$ cat src/rtl/prod_accum_pkg.sv
// rtl/prod_accum_pkg.sv - shared state enum, accumulator width and saturation limit helpers
package prod_accum_pkg;

    typedef enum logic {
        ACC  = 1'b0,
        HOLD = 1'b1
    } state_e;

    function automatic int acc_width(input int width, input int guard);
        return 2 * width + guard;
    endfunction

    // Returns the two's-complement limit for a w-bit accumulator in the low w bits.
    function automatic logic [63:0] sat_limit(input int w, input logic neg);
        logic [63:0] max_val;
        max_val = (64'd1 << (w - 1)) - 64'd1;
        return neg ? ~max_val : max_val;
    endfunction

endpackage

$ cat src/rtl/prod_accum_if.sv
// rtl/prod_accum_if.sv - product input and result output handshake bundle
interface prod_accum_if
    import prod_accum_pkg::*;
#(
    parameter int WIDTH = 8,
    parameter int GUARD = 2
);
    localparam int ACC_W = acc_width(WIDTH, GUARD);

    logic                 in_valid;
    logic                 in_ready;
    logic [2*WIDTH-1:0]   in_prod;
    logic                 out_valid;
    logic                 out_ready;
    logic [ACC_W-1:0]     out_sum;
    logic                 out_ovf;

    modport master (
        output in_valid, in_prod, out_ready,
        input  in_ready, out_valid, out_sum, out_ovf
    );

    modport slave (
        input  in_valid, in_prod, out_ready,
        output in_ready, out_valid, out_sum, out_ovf
    );

endinterface

$ cat src/rtl/prod_accum_add.sv
// rtl/prod_accum_add.sv - sign-extending adder with overflow detect; PROD_ACCUM_SAT_EN selects saturation
module prod_accum_add
    import prod_accum_pkg::*;
#(
    parameter int WIDTH = 8,
    parameter int GUARD = 2
) (
    input  logic [acc_width(WIDTH, GUARD)-1:0] acc,
    input  logic [2*WIDTH-1:0]                 prod,
    output logic [acc_width(WIDTH, GUARD)-1:0] sum,
    output logic                               ovf
);
    localparam int ACC_W = acc_width(WIDTH, GUARD);

    logic [ACC_W:0] wide;

    // One extra bit keeps the true sign so overflow is just a top-two-bit mismatch.
    assign wide = {acc[ACC_W-1], acc} + {{(GUARD + 1){prod[2*WIDTH-1]}}, prod};
    assign ovf  = wide[ACC_W] ^ wide[ACC_W-1];

`ifdef PROD_ACCUM_SAT_EN
    localparam logic [63:0] SAT_MAX_W = sat_limit(ACC_W, 1'b0);
    localparam logic [63:0] SAT_MIN_W = sat_limit(ACC_W, 1'b1);
    localparam logic [ACC_W-1:0] SAT_MAX = SAT_MAX_W[ACC_W-1:0];
    localparam logic [ACC_W-1:0] SAT_MIN = SAT_MIN_W[ACC_W-1:0];

    always_comb begin
        sum = wide[ACC_W-1:0];
        if (ovf) begin
            sum = wide[ACC_W] ? SAT_MIN : SAT_MAX;
        end
    end
`else
    assign sum = wide[ACC_W-1:0];
`endif

endmodule

$ cat src/rtl/prod_accum.sv
// rtl/prod_accum.sv - registered dot-product accumulator of LEN products; PROD_ACCUM_SAT_EN enables saturation
module prod_accum
    import prod_accum_pkg::*;
#(
    parameter int WIDTH = 8,
    parameter int LEN   = 4,
    parameter int GUARD = 2
) (
    input logic         clk,
    input logic         rst_n,
    prod_accum_if.slave bus
);
    localparam int ACC_W = acc_width(WIDTH, GUARD);
    localparam int CNT_W = (LEN > 1) ? $clog2(LEN) : 1;
    localparam logic [CNT_W-1:0] LAST = CNT_W'(LEN - 1);

    state_e           state;
    state_e           state_nxt;
    logic [ACC_W-1:0] acc;
    logic [ACC_W-1:0] add_sum;
    logic             add_ovf;
    logic [CNT_W-1:0] cnt;
    logic             ovf;
    logic [ACC_W-1:0] sum_q;
    logic             ovf_q;
    logic             in_hs;
    logic             last_hs;

    prod_accum_add #(
        .WIDTH (WIDTH),
        .GUARD (GUARD)
    ) u_add (
        .acc  (acc),
        .prod (bus.in_prod),
        .sum  (add_sum),
        .ovf  (add_ovf)
    );

    assign in_hs   = bus.in_valid & bus.in_ready;
    assign last_hs = in_hs && (cnt == LAST);

    always_ff @(posedge clk) begin
        if (!rst_n) begin
            state <= ACC;
        end else begin
            state <= state_nxt;
        end
    end

    always_comb begin
        state_nxt = state;
        case (state)
            ACC:     if (last_hs)       state_nxt = HOLD;
            HOLD:    if (bus.out_ready) state_nxt = ACC;
            default: state_nxt = ACC;
        endcase
    end

    // in_ready depends only on state (and reset), never on out_ready or in_valid.
    always_comb begin
        bus.in_ready  = rst_n && (state == ACC);
        bus.out_valid = (state == HOLD);
        bus.out_sum   = sum_q;
        bus.out_ovf   = ovf_q;
    end

    always_ff @(posedge clk) begin
        if (!rst_n) begin
            acc   <= '0;
            cnt   <= '0;
            ovf   <= 1'b0;
            sum_q <= '0;
            ovf_q <= 1'b0;
        end else if (in_hs) begin
            if (last_hs) begin
                sum_q <= add_sum;
                ovf_q <= ovf | add_ovf;
                acc   <= '0;
                cnt   <= '0;
                ovf   <= 1'b0;
            end else begin
                acc   <= add_sum;
                cnt   <= cnt + CNT_W'(1);
                ovf   <= ovf | add_ovf;
            end
        end
    end

endmodule

$ cat src/flat_wrapper.sv
// flat-port wrapper written by rule: the top's interface ports become plain ports
module prod_accum_flat import prod_accum_pkg::*;
#(
    parameter int WIDTH = 8,
    parameter int LEN   = 4,
    parameter int GUARD = 2
)
  (clk, rst_n, bus_in_valid, bus_in_prod, bus_out_ready, bus_in_ready, bus_out_valid, bus_out_sum, bus_out_ovf);
  prod_accum_if #(.WIDTH(WIDTH), .GUARD(GUARD)) bus_i ();
  input logic clk;
  input logic rst_n;
  input wire logic [$bits(bus_i.in_valid)-1:0] bus_in_valid;
  input wire logic [$bits(bus_i.in_prod)-1:0] bus_in_prod;
  input wire logic [$bits(bus_i.out_ready)-1:0] bus_out_ready;
  output wire logic [$bits(bus_i.in_ready)-1:0] bus_in_ready;
  output wire logic [$bits(bus_i.out_valid)-1:0] bus_out_valid;
  output wire logic [$bits(bus_i.out_sum)-1:0] bus_out_sum;
  output wire logic [$bits(bus_i.out_ovf)-1:0] bus_out_ovf;
  assign bus_i.in_valid = bus_in_valid;
  assign bus_i.in_prod = bus_in_prod;
  assign bus_i.out_ready = bus_out_ready;
  assign bus_in_ready = bus_i.in_ready;
  assign bus_out_valid = bus_i.out_valid;
  assign bus_out_sum = bus_i.out_sum;
  assign bus_out_ovf = bus_i.out_ovf;
  prod_accum #(.WIDTH(WIDTH), .LEN(LEN), .GUARD(GUARD)) u_core (.clk(clk), .rst_n(rst_n), .bus(bus_i));
endmodule
$ cat config.mk
export PLATFORM = sky130hd
export DESIGN_NAME = prod_accum_flat
export DESIGN_NICKNAME = d
export VERILOG_FILES = /design/src/rtl/prod_accum_pkg.sv /design/src/rtl/prod_accum_if.sv /design/src/rtl/prod_accum_add.sv /design/src/rtl/prod_accum.sv /design/src/flat_wrapper.sv
export SDC_FILE = /design/constraint.sdc
export NUM_CORES = 1
export LEC_CHECK = 0
export CAP_MARGIN = 20
export CELL_PAD_IN_SITES_DETAIL_PLACEMENT = 0
export CELL_PAD_IN_SITES_GLOBAL_PLACEMENT = 1
export CORE_MARGIN = 1
export CORE_UTILIZATION = 35
export DETAILED_ROUTE_END_ITERATION = 6
export HOLD_SLACK_MARGIN = 0.02
export PLACE_DENSITY = 0.72
export REMOVE_ABC_BUFFERS = 1
export SLEW_MARGIN = 20
export SYNTH_ARGS = -nofsm -noshare
export SYNTH_HDL_FRONTEND = slang
export SYNTH_SLANG_ARGS = --single-unit
export TNS_END_PERCENT = 50
$ cat constraint.sdc
create_clock -name clk -period 2.7 [get_ports clk]
set_input_delay 0.27 -clock clk [delete_from_list [all_inputs] [get_ports clk]]
set_output_delay 0.27 -clock clk [all_outputs]
set_load 0.01 [all_outputs]
**Word-level counts from Yosys, hierarchy flattened**

Index checks and enable logic that the tools add are counted.

- Memories kept: 0
- Bits in read-only memories: 0
- Register bits after elaboration: 41
- Output and inout port bits: 21
- Bits of input ports: 20
- Memory bits (writable): 0
- Logic and storage cells: 22
- Latch bits: 0

- Div/mod/pow operators: 0
- Bitwise operators: 4
- $lt $le $gt $ge: 0
- $mul: 0
- Add/subtract/negate cells: 2
- Mux-type cells: 6
- Equal/unequal tests: 1
- Reduce and logical (&&, ||, !) cells: 3
- Shift operators: 0

Operator list:

| operator | count |
|---|---|
| $add A18 B16 Y19 | 1 |
| $mux W18 | 1 |
| $mux W1 | 3 |
| $add A2 B1 Y2 const B | 1 |
| $eq A2 B2 Y1 const B | 1 |
| $logic_and A1 B1 Y1 | 2 |
| $mux W2 | 1 |
| $pmux W1 S2 | 1 |
| $reduce_and A2 Y1 | 1 |
| $and A1 B1 Y1 | 1 |
| $not A1 Y1 | 1 |
| $or A1 B1 Y1 | 1 |
| $xor A1 B1 Y1 | 1 |

**Longest topological paths before layout**

Gate-level depths: netlist of run 1.

- Depth in word-level cells: 6
- Gate-level depth with buffers: 9
- Depth with buffers taken out: 9

**Modules after synthesis**

Synthesis of run 1 repeated with hierarchy kept, for this count alone.

- Cells, all modules: 289
- Area total of the unflattened synthesis: 2443.6 sq um

Modules (own cells, without submodules):

| module | times used | seq. area each (sq um) | area each (sq um) | cells an instance |
|---|---|---|---|---|
| prod_accum | 1 | 820.8 | 1614.0 | 181 |
| prod_accum_add | 1 | 0.0 | 829.5 | 108 |

**Worst setup path after synthesis of run 1**

Ideal clock, no wire load.

- Path kind: register to register
- Start: register u_core.acc[0]
- End: register u_core.ovf_q, in the netlist u_core.bus.out_ovf
- Stages on the path, launching flop included: 10
- Setup time: 0.135 ns
- Arrival time: 2.111 ns
- Period minus slack after synthesis: 2.246 ns
- Required time: 2.565 ns
- Buffers on the path: 0
- Setup slack: 0.454 ns
- Path through: dfxtp_1 ha_1 fa_1 a211oi_1 o21a_1 a221o_1 o21ai_2 a311oi_2 xor2_1 a31oi_1

- Longest elaborated chain between the ends: 3

Ends and longest elaborated chain:

| element | RTL line | RTL |
|---|---|---|
| start, declared | prod_accum.sv:19 | `logic [ACC_W-1:0] acc;` |
| start signal, assigned | prod_accum.sv:82 | `acc <= add_sum;` |
| $add A18 B16 Y19 | prod_accum_add.sv:18 | `assign wide = {acc[ACC_W-1], acc} + {{(GUARD + 1){prod[2*WIDTH-1]}}, prod};` |
| $xor A1 B1 Y1 | prod_accum_add.sv:19 | `assign ovf = wide[ACC_W] ^ wide[ACC_W-1];` |
| $or A1 B1 Y1 | prod_accum.sv:77 | `ovf_q <= ovf \| add_ovf;` |
| end signal, assigned | prod_accum.sv:77 |  |
| end, declared | prod_accum.sv:25 | `logic ovf_q;` |

Every way passes these cells.
A chain may end at the register's enable or synchronous reset.

**Worst setup path after layout of run 1**

- Start: input bus_in_prod[0]
- End: register u_core.ovf_q, in the netlist u_core.bus.out_ovf

- Longest elaborated chain between the ends: 3

Ends and longest elaborated chain:

| element | RTL line | RTL |
|---|---|---|
| start, declared | flat_wrapper.sv:13 | `input wire logic [$bits(bus_i.in_prod)-1:0] bus_in_prod;` |
| $add A18 B16 Y19 | prod_accum_add.sv:18 |  |
| $xor A1 B1 Y1 | prod_accum_add.sv:19 |  |
| $or A1 B1 Y1 | prod_accum.sv:77 |  |

Every way passes these cells.

==> reports/results.env, run 1 <==
SYN-MEAN-INSTANCE-AREA_SQ_UM=8.31
CTS.CLK_SLEW.WORST_PATHS_PS=80
POSTCTSHOLDBUFS=0
VIA_COUNT=1999
CRIT_PATH_MAX_FANOUT=3
ENDPOINT_KIND='flop'
POST_SYNTH_MAIN_AREA_CONTRIBUTORS='sky130_fd_sc_hd__dfxtp_1 37%, sky130_fd_sc_hd__ha_1 11%, sky130_fd_sc_hd__nand2_1 7.1%, sky130_fd_sc_hd__nand3_1 6.0%, sky130_fd_sc_hd__a21oi_1 4.7%'
WORSTMARGINPINSLEW_PS=424
HTREEDEPTH=2
PLACE_HPWL_MM=3.81
VIA_PER_INST=5.17
SYNTH_SEQ_CELLS=41
FIN_WORST_SKEW_PS=13.9
LAYOUT.CORE_UTILIZATION_PCT=47.0
PATH_CELLS='clkdlybuf4s50_1, ha_1, fa_1, a211oi_1, o21a_1, a221o_1, o21ai_2, a311oi_2, xor2_1, a31oi_1'
CP-START-KIND='input port'
CELLPOWERDENSITY_nW_PER_UM2=528
SYNTH_CELL_TYPE_COUNT=36
FINAL-SETUP-VIOL-COUNT=0
COMBPWRFRAC_PCT=29.9
SLEW_VIOL_FINAL=0
INSTANCES_NO_FILL=387
WORST_HOLD_PATH_TYPE='reg2reg'
SYNTH_WARNINGS=0
AREA.SEQUENTIAL_SQ_UM=821
AREA_TAKEN_BY_MULTI_INPUT_LOGIC_GATES_SQ_UM=1340
ROUTED_WIRELENGTH_MM=5.27
HOLD-PATH-ENDPOINT='u_core.bus.out_sum[7]'
KIND_OF_CELL_ADDING_THE_MOST_DELAY_TO_THE_CRITICAL_PATH='compound AO/OA/AOI/OAI gates'
REG2REG_SLACK_PS=330
SYNTH-EDFF-COUNT=0
PLACEDCELLCOUNT=381
CLKPWRFRAC_PCT=25.2
DRC=0
FIRST_PASS_ITERS=4
FINALCRITICALPERIOD_PS=2450
PORT_BUFFERS=40
CP.ARRIVAL_PS=2620
INITIAL_DETAILED_ROUTING_VIOLATION_COUNT=48
SEQ_POWER_SHARE_PCT=44.9
FINAL_LAYOUT_SIZE_SUFFIX_GT1_SHARE_PCT=7.05
MAXSLEWHEADROOM_PCT=71.8
STATUS='complete, no violations'
CRITPATHKIND='in2reg'
LAYOUT.FILLER_CELLS=609
NUMBER_OF_CELLS_TRAVERSED_BY_THE_WORST_REGISTER_TO_REGISTER_PATH=9
FINAL_NET_COUNT=353
CRITICAL_PATH.N_BUFFERS_INVERTERS=1
CTS_TREE='done'
SYNTH-MAIN-FF-CELL='sky130_fd_sc_hd__dfxtp_1'
POST-ROUTE-WORST-SETUP-SLACK_PS=246
NUMCTSBUFFERS=5
NETLIST.AREA_LEADER.SHARE_PCT=36.7
P_INT_mW=1.02
WORST_PATH_MAX_DELAY_CELL='sky130_fd_sc_hd__fa_1'
MAXCLOCKFREQUENCY_MHz=408
FLOORPLAN.INITIALDENSITY_PCT=37.1
TIMING.SETUP.TNS_PS=0
PIN_COUNT_OF_THE_BIGGEST_NET_ENTERING_GLOBAL_ROUTING=42
CLOCK_SINK_COUNT=41
ORIGIN_OF_THE_CRITICAL_FLOP_TO_FLOP_PATH='u_core.acc[0]'
R2R_ENDPOINT='u_core.bus.out_ovf'
ANTENNA_CELLS_INSERTED=0
FP.DIEAREA_SQ_UM=6710
VDD_DROP_MAX_mV=0.308
WORST-ENDPOINT-REQUIRED_PS=2870
GPL.FINAL_WEIGHTED_CONGESTION=0.816
GROUTE.USAGE.OVERALL_PCT=17.5
P_R_AREA_GROWTH_VS_SYN_PCT=26.7
SYNTH_SEQ_AREA_SHARE_PCT=36.7
GATES_RESIZED_CTS_REPAIR=0
IOPINCOUNT=41
PRE_CTS_WS_PS=-48.0
MIN_DELAY_PATH_DEPTH=2
DIE_H_UM=81.9
WORSTSKEWPAIRLATENCY_PS=300
GRT_PASS1_WL_MM=9.04
POSTSYNTHCELLCOUNT=269
CRITICAL_PATH.MAX_STAGE_DELAY_PS=420
CTS-ROOT-TO-SINK-BUFFERS=2
VIAS_IN_THE_FIRST_GLOBAL_ROUTE=2030
LEAKAGE_nW=1.20
ROUTE.DETAILED.WL_PER_INST_UM=13.6
SUM_OF_OVERFLOW_ACROSS_ALL_LAYERS_AFTER_GLOBAL_ROUTING=0
POST-SYNTH-TOP-AREA-CELL='sky130_fd_sc_hd__dfxtp_1'
HOLD_VIOL_FINAL=0
SYNTHARSTFLOPSHARE_PCT=0
INITIAL_ANTENNA_VIOLATION_COUNT=0
STD_CELL_ROWS=28
FLOORPLAN.DIE.WIDTH_UM=81.9
ANTENNA_LEFT=0
CORE_AREA_SQ_UM=6030
POST-CTS-SETUP-BUFFERS=0
NUMBER_OF_MAX_CAP_VIOLATIONS=0
ROOT_BUFFER='sky130_fd_sc_hd__clkbuf_8'
RSZ0062_AT_GRT='no'
SWITCHING_SHARE_PCT=31.5
WORST_HOLD_STARTPOINT='u_core.bus.out_sum[7]'
SYNTH_AREA_SQ_UM=2240
SWITCHING_POWER_mW=0.472
LAYOUT_WORST_PATH_CYCLE_SHARE_PCT=90.9
## per-layer routing
metal | GRT usage (%) | routed length (um) | vias to the layer above
met3 | 3.22 | 184 | 6
met2 | 30.7 | 2480 | 38
li1 | - | - | 1051
met5 | 0 | 0 | -
met1 | 21.7 | 2560 | 904
met4 | 4.74 | 43 | 0
## synth_stat cells (all sizes together), types with 2 or more instances
cell	instances
nand2	42
dfxtp	41
nand3	27
o21ai	22
a21oi	21
ha	19
clkbuf	12
nor2b	12
xor2	10
xnor2	7
a22oi	6
and3	6
inv	6
a32o	4
and2	4
nor2	4
a21o	3
a31oi	3
nand4	3
o211ai	3
buf	2
## final cells by class
cell class / instances / area share, %
Timing Repair Buffer: 51 / 17.0
Tap cell: 75 / 3.31
Clock inverter: 1 / 0.177
Sequential cell: 41 / 29.0
Clock buffer: 5 / 2.43
Multi-Input combinational cell: 208 / 47.3
Inverter: 6 / 0.795
## per-stage QoR
stage	hold slack (ps)	power, mW	area [sq um]
finish	455	1.50	2830
global route	478	1.60	2830
CTS	458	1.52	2830
detailed placement	445	1.14	2760
global placement	443	1.14	2760
floorplan	381	0.999	2180
## worst min-delay path: stages, from the launching register on
cell	delay, ps
sky130_fd_sc_hd__dfxtp_1	320
sky130_fd_sc_hd__nand3_1	60
sky130_fd_sc_hd__nand2_1	40
## cells by family (layout without fill, tap and decap cells)
group / after synthesis / in the layout / synth area share, %
DFF: 41 / 41 / 36.7
adders and majority gates: 20 / 20 / 11.5
AOI/OAI and AO/OA: 70 / 70 / 20.0
buffers and inverters: 20 / 63 / 3.41
xor gates and xnor gates: 17 / 17 / 6.66
and+or+nand+nor: 101 / 101 / 21.7
## worst max path at each step
stage,startpoint,end,slack (ps),cells after the start
3_3_place_gp,bus_in_prod[0],u_core.bus.out_ovf,-40,10
2_1_floorplan,u_core.acc[0],u_core.bus.out_ovf,440,9
4_1_cts,bus_in_prod[0],u_core.bus.out_ovf,240,10
6_report,bus_in_prod[0],u_core.bus.out_ovf,250,10
3_5_place_dp,bus_in_prod[0],u_core.bus.out_ovf,-50,10
5_1_grt,bus_in_prod[0],u_core.bus.out_ovf,20,10
## state kept, by name (all words and copies together), names as in the netlist
register,flops
u_core.cnt,2
u_core.ovf,1
u_core.bus.out_sum,18
u_core.bus.out_ovf,1
u_core.acc,18
u_core.bus.out_valid,1
## cell usage in the layout (no fill, tap or decap)
master,netlist,layout
sky130_fd_sc_hd__and2_1,4,4
sky130_fd_sc_hd__a32oi_1,1,1
sky130_fd_sc_hd__o21ai_2,1,1
sky130_fd_sc_hd__o21a_1,1,1
sky130_fd_sc_hd__xor2_1,10,10
sky130_fd_sc_hd__nor3_1,1,1
sky130_fd_sc_hd__clkbuf_8,0,5
sky130_fd_sc_hd__clkdlybuf4s50_1,0,40
sky130_fd_sc_hd__buf_4,0,11
sky130_fd_sc_hd__xnor2_1,7,7
sky130_fd_sc_hd__and3_1,6,6
sky130_fd_sc_hd__fa_1,1,1
sky130_fd_sc_hd__or3_1,1,1
sky130_fd_sc_hd__and4_2,1,1
sky130_fd_sc_hd__o21ai_0,21,21
sky130_fd_sc_hd__nor2_1,4,4
sky130_fd_sc_hd__a21o_2,1,1
sky130_fd_sc_hd__nand2_1,42,42
sky130_fd_sc_hd__nand4_1,3,3
sky130_fd_sc_hd__nor2b_1,12,12
sky130_fd_sc_hd__a32o_1,4,4
sky130_fd_sc_hd__ha_1,19,19
sky130_fd_sc_hd__dfxtp_1,41,41
sky130_fd_sc_hd__a221o_1,1,1
sky130_fd_sc_hd__inv_1,6,6
sky130_fd_sc_hd__o21bai_1,1,1
sky130_fd_sc_hd__clkinv_2,0,1
sky130_fd_sc_hd__a211oi_1,1,1
sky130_fd_sc_hd__a31oi_1,3,3
sky130_fd_sc_hd__o211ai_1,3,3
sky130_fd_sc_hd__a21o_1,2,2
sky130_fd_sc_hd__a21oi_1,21,21
sky130_fd_sc_hd__a22oi_1,6,6
sky130_fd_sc_hd__a311oi_2,1,1
sky130_fd_sc_hd__nand3_1,27,27
sky130_fd_sc_hd__o211a_1,1,1
sky130_fd_sc_hd__o221a_2,1,1
## power groups by stage
stage	Combinational, mW	Sequential [mW]	Clock [mW]
detailed placement	0.451	0.686	0
floorplan	0.319	0.680	0
global placement	0.450	0.685	0
CTS	0.453	0.672	0.395
global route	0.510	0.678	0.410
finish	0.448	0.672	0.376
Power figures use the tool's default switching activity.
==> inputs of run 2 (changes only) <==
--- a/config.mk
+++ b/config.mk
@@ -14,7 +14,8 @@
 export HOLD_SLACK_MARGIN = 0.02
 export PLACE_DENSITY = 0.72
 export REMOVE_ABC_BUFFERS = 1
-export SLEW_MARGIN = 20
+export SKIP_CTS_REPAIR_TIMING = 1
+export SKIP_LAST_GASP = 1
 export SYNTH_ARGS = -nofsm -noshare
 export SYNTH_HDL_FRONTEND = slang
 export SYNTH_SLANG_ARGS = --single-unit
==> results of run 2 <==
No change in the layout: final DEF, timing and power equal those of run 1.
==> inputs of run 3 (changes only) <==
--- a/config.mk
+++ b/config.mk
@@ -12,11 +12,12 @@
 export CORE_UTILIZATION = 35
 export DETAILED_ROUTE_END_ITERATION = 6
 export HOLD_SLACK_MARGIN = 0.02
-export PLACE_DENSITY = 0.72
+export PLACE_DENSITY = 0.71
 export REMOVE_ABC_BUFFERS = 1
 export SKIP_CTS_REPAIR_TIMING = 1
 export SKIP_LAST_GASP = 1
 export SYNTH_ARGS = -nofsm -noshare
 export SYNTH_HDL_FRONTEND = slang
+export SYNTH_HIERARCHICAL = 1
 export SYNTH_SLANG_ARGS = --single-unit
 export TNS_END_PERCENT = 50
==> reports/results.env, run 3 <==
GPL.FINAL_WEIGHTED_CONGESTION=0.878  # +7.6%
VIA_COUNT=2123  # +6.2%
VIA_PER_INST=5.14  # -0.48%
MIN_DELAY_PATH_DEPTH=2  # unchanged
CELLPOWERDENSITY_nW_PER_UM2=570  # +8.0%
CP.ARRIVAL_PS=2730  # +110 ps
SYNTH_SEQ_CELLS=41  # unchanged
HIGHEST-SIGNAL-LAYER='met4'
ROUTE.LAYER.MET1.WL_MM=2.92  # +14%
MET2_WIRELENGTH_MM=2.68  # +7.9%
P_R_AREA_GROWTH_VS_SYN_PCT=24.3
SYNTH-EDFF-COUNT=0  # unchanged
CTS.CLK_SLEW.WORST_PATHS_PS=80  # about the same
POST-SYNTH-TOP-AREA-CELL='sky130_fd_sc_hd__dfxtp_1'
MAXCLOCKFREQUENCY_MHz=397  # -2.6%
SLEW_VIOL_FINAL=0  # unchanged
SYNTH_WARNINGS=6  # +6
FIN_WORST_SKEW_PS=7.00  # -6.93 ps
LEAKAGE_nW=1.28  # +6.5%
HTREEDEPTH=2  # unchanged
CRIT_PATH_MAX_FANOUT=3  # unchanged
FIRST_PASS_ITERS=6  # +2
SYNTH.MOST_COMMON_CELL='sky130_fd_sc_hd__nand2_1'
NUMCTSBUFFERS=5  # unchanged
ROUTED_WIRELENGTH_MM=5.87  # +11%
NUMBER_OF_CELLS_TRAVERSED_BY_THE_WORST_REGISTER_TO_REGISTER_PATH=10  # +1
NETLIST.AREA_LEADER.SHARE_PCT=33.6  # -3.1 points
FINALCRITICALPERIOD_PS=2520  # +66.2 ps
WORSTSKEWPAIRLATENCY_PS=300  # about the same
FLOORPLAN.INITIALDENSITY_PCT=36.2  # -0.94 points
FLOORPLAN.DIE.WIDTH_UM=85.6  # +4.4%
FINAL_NET_COUNT=373  # +5.7%
YS_TOP_CELLS_BY_COUNT='70 x sky130_fd_sc_hd__nand2_1, 41 x sky130_fd_sc_hd__dfxtp_1, 21 x sky130_fd_sc_hd__a21oi_1'
SYNTH-MAIN-FF-CELL='sky130_fd_sc_hd__dfxtp_1'
SYNTH_SEQ_AREA_SHARE_PCT=33.6  # -3.1 points
SYNTHARSTFLOPSHARE_PCT=0  # unchanged
STD_CELL_ROWS=30  # +7.1%
PIN_COUNT_OF_THE_BIGGEST_NET_ENTERING_GLOBAL_ROUTING=25  # -40%
FINAL-SETUP-VIOL-COUNT=0  # unchanged
FINAL_LAYOUT_SIZE_SUFFIX_GT1_SHARE_PCT=9.61  # +2.6 points
WORST_HOLD_PATH_TYPE='reg2reg'
POSTSYNTHCELLCOUNT=289  # +7.4%
LAYOUT_WORST_PATH_CYCLE_SHARE_PCT=93.3  # +2.5 points
CRITPATHKIND='in2reg'
INITIAL_ANTENNA_VIOLATION_COUNT=0  # unchanged
LAYOUT.FILLER_CELLS=707  # +16%
GROUTE.USAGE.OVERALL_PCT=16.8  # -0.71 points
WHS_PS=462  # +6.86 ps
PORT_BUFFERS=40  # unchanged
CP-START-KIND='input port'
AREA.SEQUENTIAL_SQ_UM=821  # unchanged
ROOT_BUFFER='sky130_fd_sc_hd__clkbuf_8'
DRC=0  # unchanged
FINAL_COMMON_CELL='sky130_fd_sc_hd__nand2_1'
TIMING.SETUP.TNS_PS=0  # unchanged
SYN-MEAN-INSTANCE-AREA_SQ_UM=8.46  # +1.7%
STATUS='complete, no violations'
VDD_DROP_MAX_mV=0.205  # -34%
NUMBER_OF_MAX_CAP_VIOLATIONS=0  # unchanged
POST_SYNTH_MAIN_AREA_CONTRIBUTORS='sky130_fd_sc_hd__dfxtp_1 34%, sky130_fd_sc_hd__nand2_1 11%, sky130_fd_sc_hd__ha_1 9.7%, sky130_fd_sc_hd__a21boi_2 4.6%, sky130_fd_sc_hd__a21oi_1 4.3%'
IOPINCOUNT=41  # unchanged
WORSTMARGINPINSLEW_PS=804  # +380 ps
FP.DIEAREA_SQ_UM=7320  # +9.1%
ANTENNA_CELLS_INSERTED=0  # unchanged
MOST-COMMON-LAYOUT-CELLS='70 x sky130_fd_sc_hd__nand2_1, 41 x sky130_fd_sc_hd__dfxtp_1, 40 x sky130_fd_sc_hd__clkdlybuf4s50_1, 21 x sky130_fd_sc_hd__a21oi_1, 19 x sky130_fd_sc_hd__ha_1'
GRT_PASS1_WL_MM=9.64  # +6.6%
REG2REG_SLACK_PS=230  # -100 ps
ROUTE.MET3.WL_UM=209  # +14%
SYNTH_AREA_SQ_UM=2440  # +9.3%
SUM_OF_OVERFLOW_ACROSS_ALL_LAYERS_AFTER_GLOBAL_ROUTING=0  # unchanged
MAXSLEWHEADROOM_PCT=46.1  # -26 points
CTS_TREE='done'
CTS-ROOT-TO-SINK-BUFFERS=2  # unchanged
AREA_TAKEN_BY_MULTI_INPUT_LOGIC_GATES_SQ_UM=1530  # +15%
ROUTE.DETAILED.WL_PER_INST_UM=14.2  # +4.4%
RSZ0062_AT_GRT='no'
PLACE_HPWL_MM=4.19  # +9.9%
HOLD_VIOL_FINAL=0  # unchanged
DIE_H_UM=85.6  # +4.4%
INITIAL_DETAILED_ROUTING_VIOLATION_COUNT=140  # +190%
CLOCK_SINK_COUNT=41  # unchanged
CORE_AREA_SQ_UM=6760  # +12%
ENDPOINT_KIND='flop'
ANTENNA_LEFT=0  # unchanged
WORST-ENDPOINT-REQUIRED_PS=2910  # +40 ps
VIAS_IN_THE_FIRST_GLOBAL_ROUTE=2028  # -0.099%
SYNTH_CELL_TYPE_COUNT=45  # +25%
-- run 3: final cells by class --
class	count	area share, %
clock buffers	5	2.27
well taps	80	3.29
flip-flops and latches	41	27.0
clock inverters	2	1.15
multi-input cells	234	50.5
repair buffers	50	15.7
inverters	1	0.124
-- run 3: critical path, stage by stage --
cell,delay [ps]
sky130_fd_sc_hd__clkdlybuf4s50_1,410
sky130_fd_sc_hd__ha_1,210
sky130_fd_sc_hd__fa_1,430
sky130_fd_sc_hd__a211oi_1,310
sky130_fd_sc_hd__o21ai_1,140
sky130_fd_sc_hd__a31oi_1,260
sky130_fd_sc_hd__o31ai_1,100
sky130_fd_sc_hd__a21oi_1,190
sky130_fd_sc_hd__xnor2_1,160
sky130_fd_sc_hd__nand2_1,70
sky130_fd_sc_hd__a21boi_0,180
-- run 3: final timing paths --
path | from | end
min reg2reg | u_core/acc[5] | u_core/acc[5]
max reg2reg | u_core/acc[0] | u_core/bus.out_sum[16]
min | u_core/acc[5] | u_core/acc[5]
max | bus_in_prod[0] | u_core/bus.out_sum[16]
-- run 3: kinds of logic (layout without fill, tap and decap cells) --
logic type                 after synthesis  after routing  synth area share, %
AOI/OAI and AO/OA                       76             76                 22.7
buffers and inverters                   14             58                 3.63
DFF                                     41             41                 33.6
adders and majority gates               20             20                 10.5
xor gates and xnor gates                18             18                 6.45
and+or+nand+nor                        120            120                 23.0
-- run 3: per-stage QoR --
| step | total power [mW] | cells | utilization, % | area (sq um) | setup slack [ps] |
|---|---|---|---|---|---|
| 2_1_floorplan | 1.11 | 276 | - | 2360 | 532 |
| 3_3_place_gp | 1.26 | 406 | 43.4 | 2930 | -20.7 |
| 3_5_place_dp | 1.25 | 406 | 43.4 | 2930 | -100 |
| 4_1_cts | 1.75 | 413 | 45.0 | 3040 | 173 |
| 5_1_grt | 1.85 | 413 | 45.0 | 3040 | 4.04 |
| 6_report | 1.73 | 413 | 45.0 | 3040 | 180 |
-- run 3: per-layer routing --
layer | global-route usage (%) | up-vias
met1 | 22.0 | 971
met2 | 28.1 | 43
li1 | - | 1103
met4 | 4.55 | 0
met3 | 3.56 | 6
met5 | 0 | -
-- run 3: power breakdown --
group          leakage (nW)  internal [mW]  switching [mW]
Sequential            0.334          0.655          0.0288
Combinational         0.888          0.253           0.310
Clock                0.0540          0.269           0.217
Total                  1.28           1.18           0.556
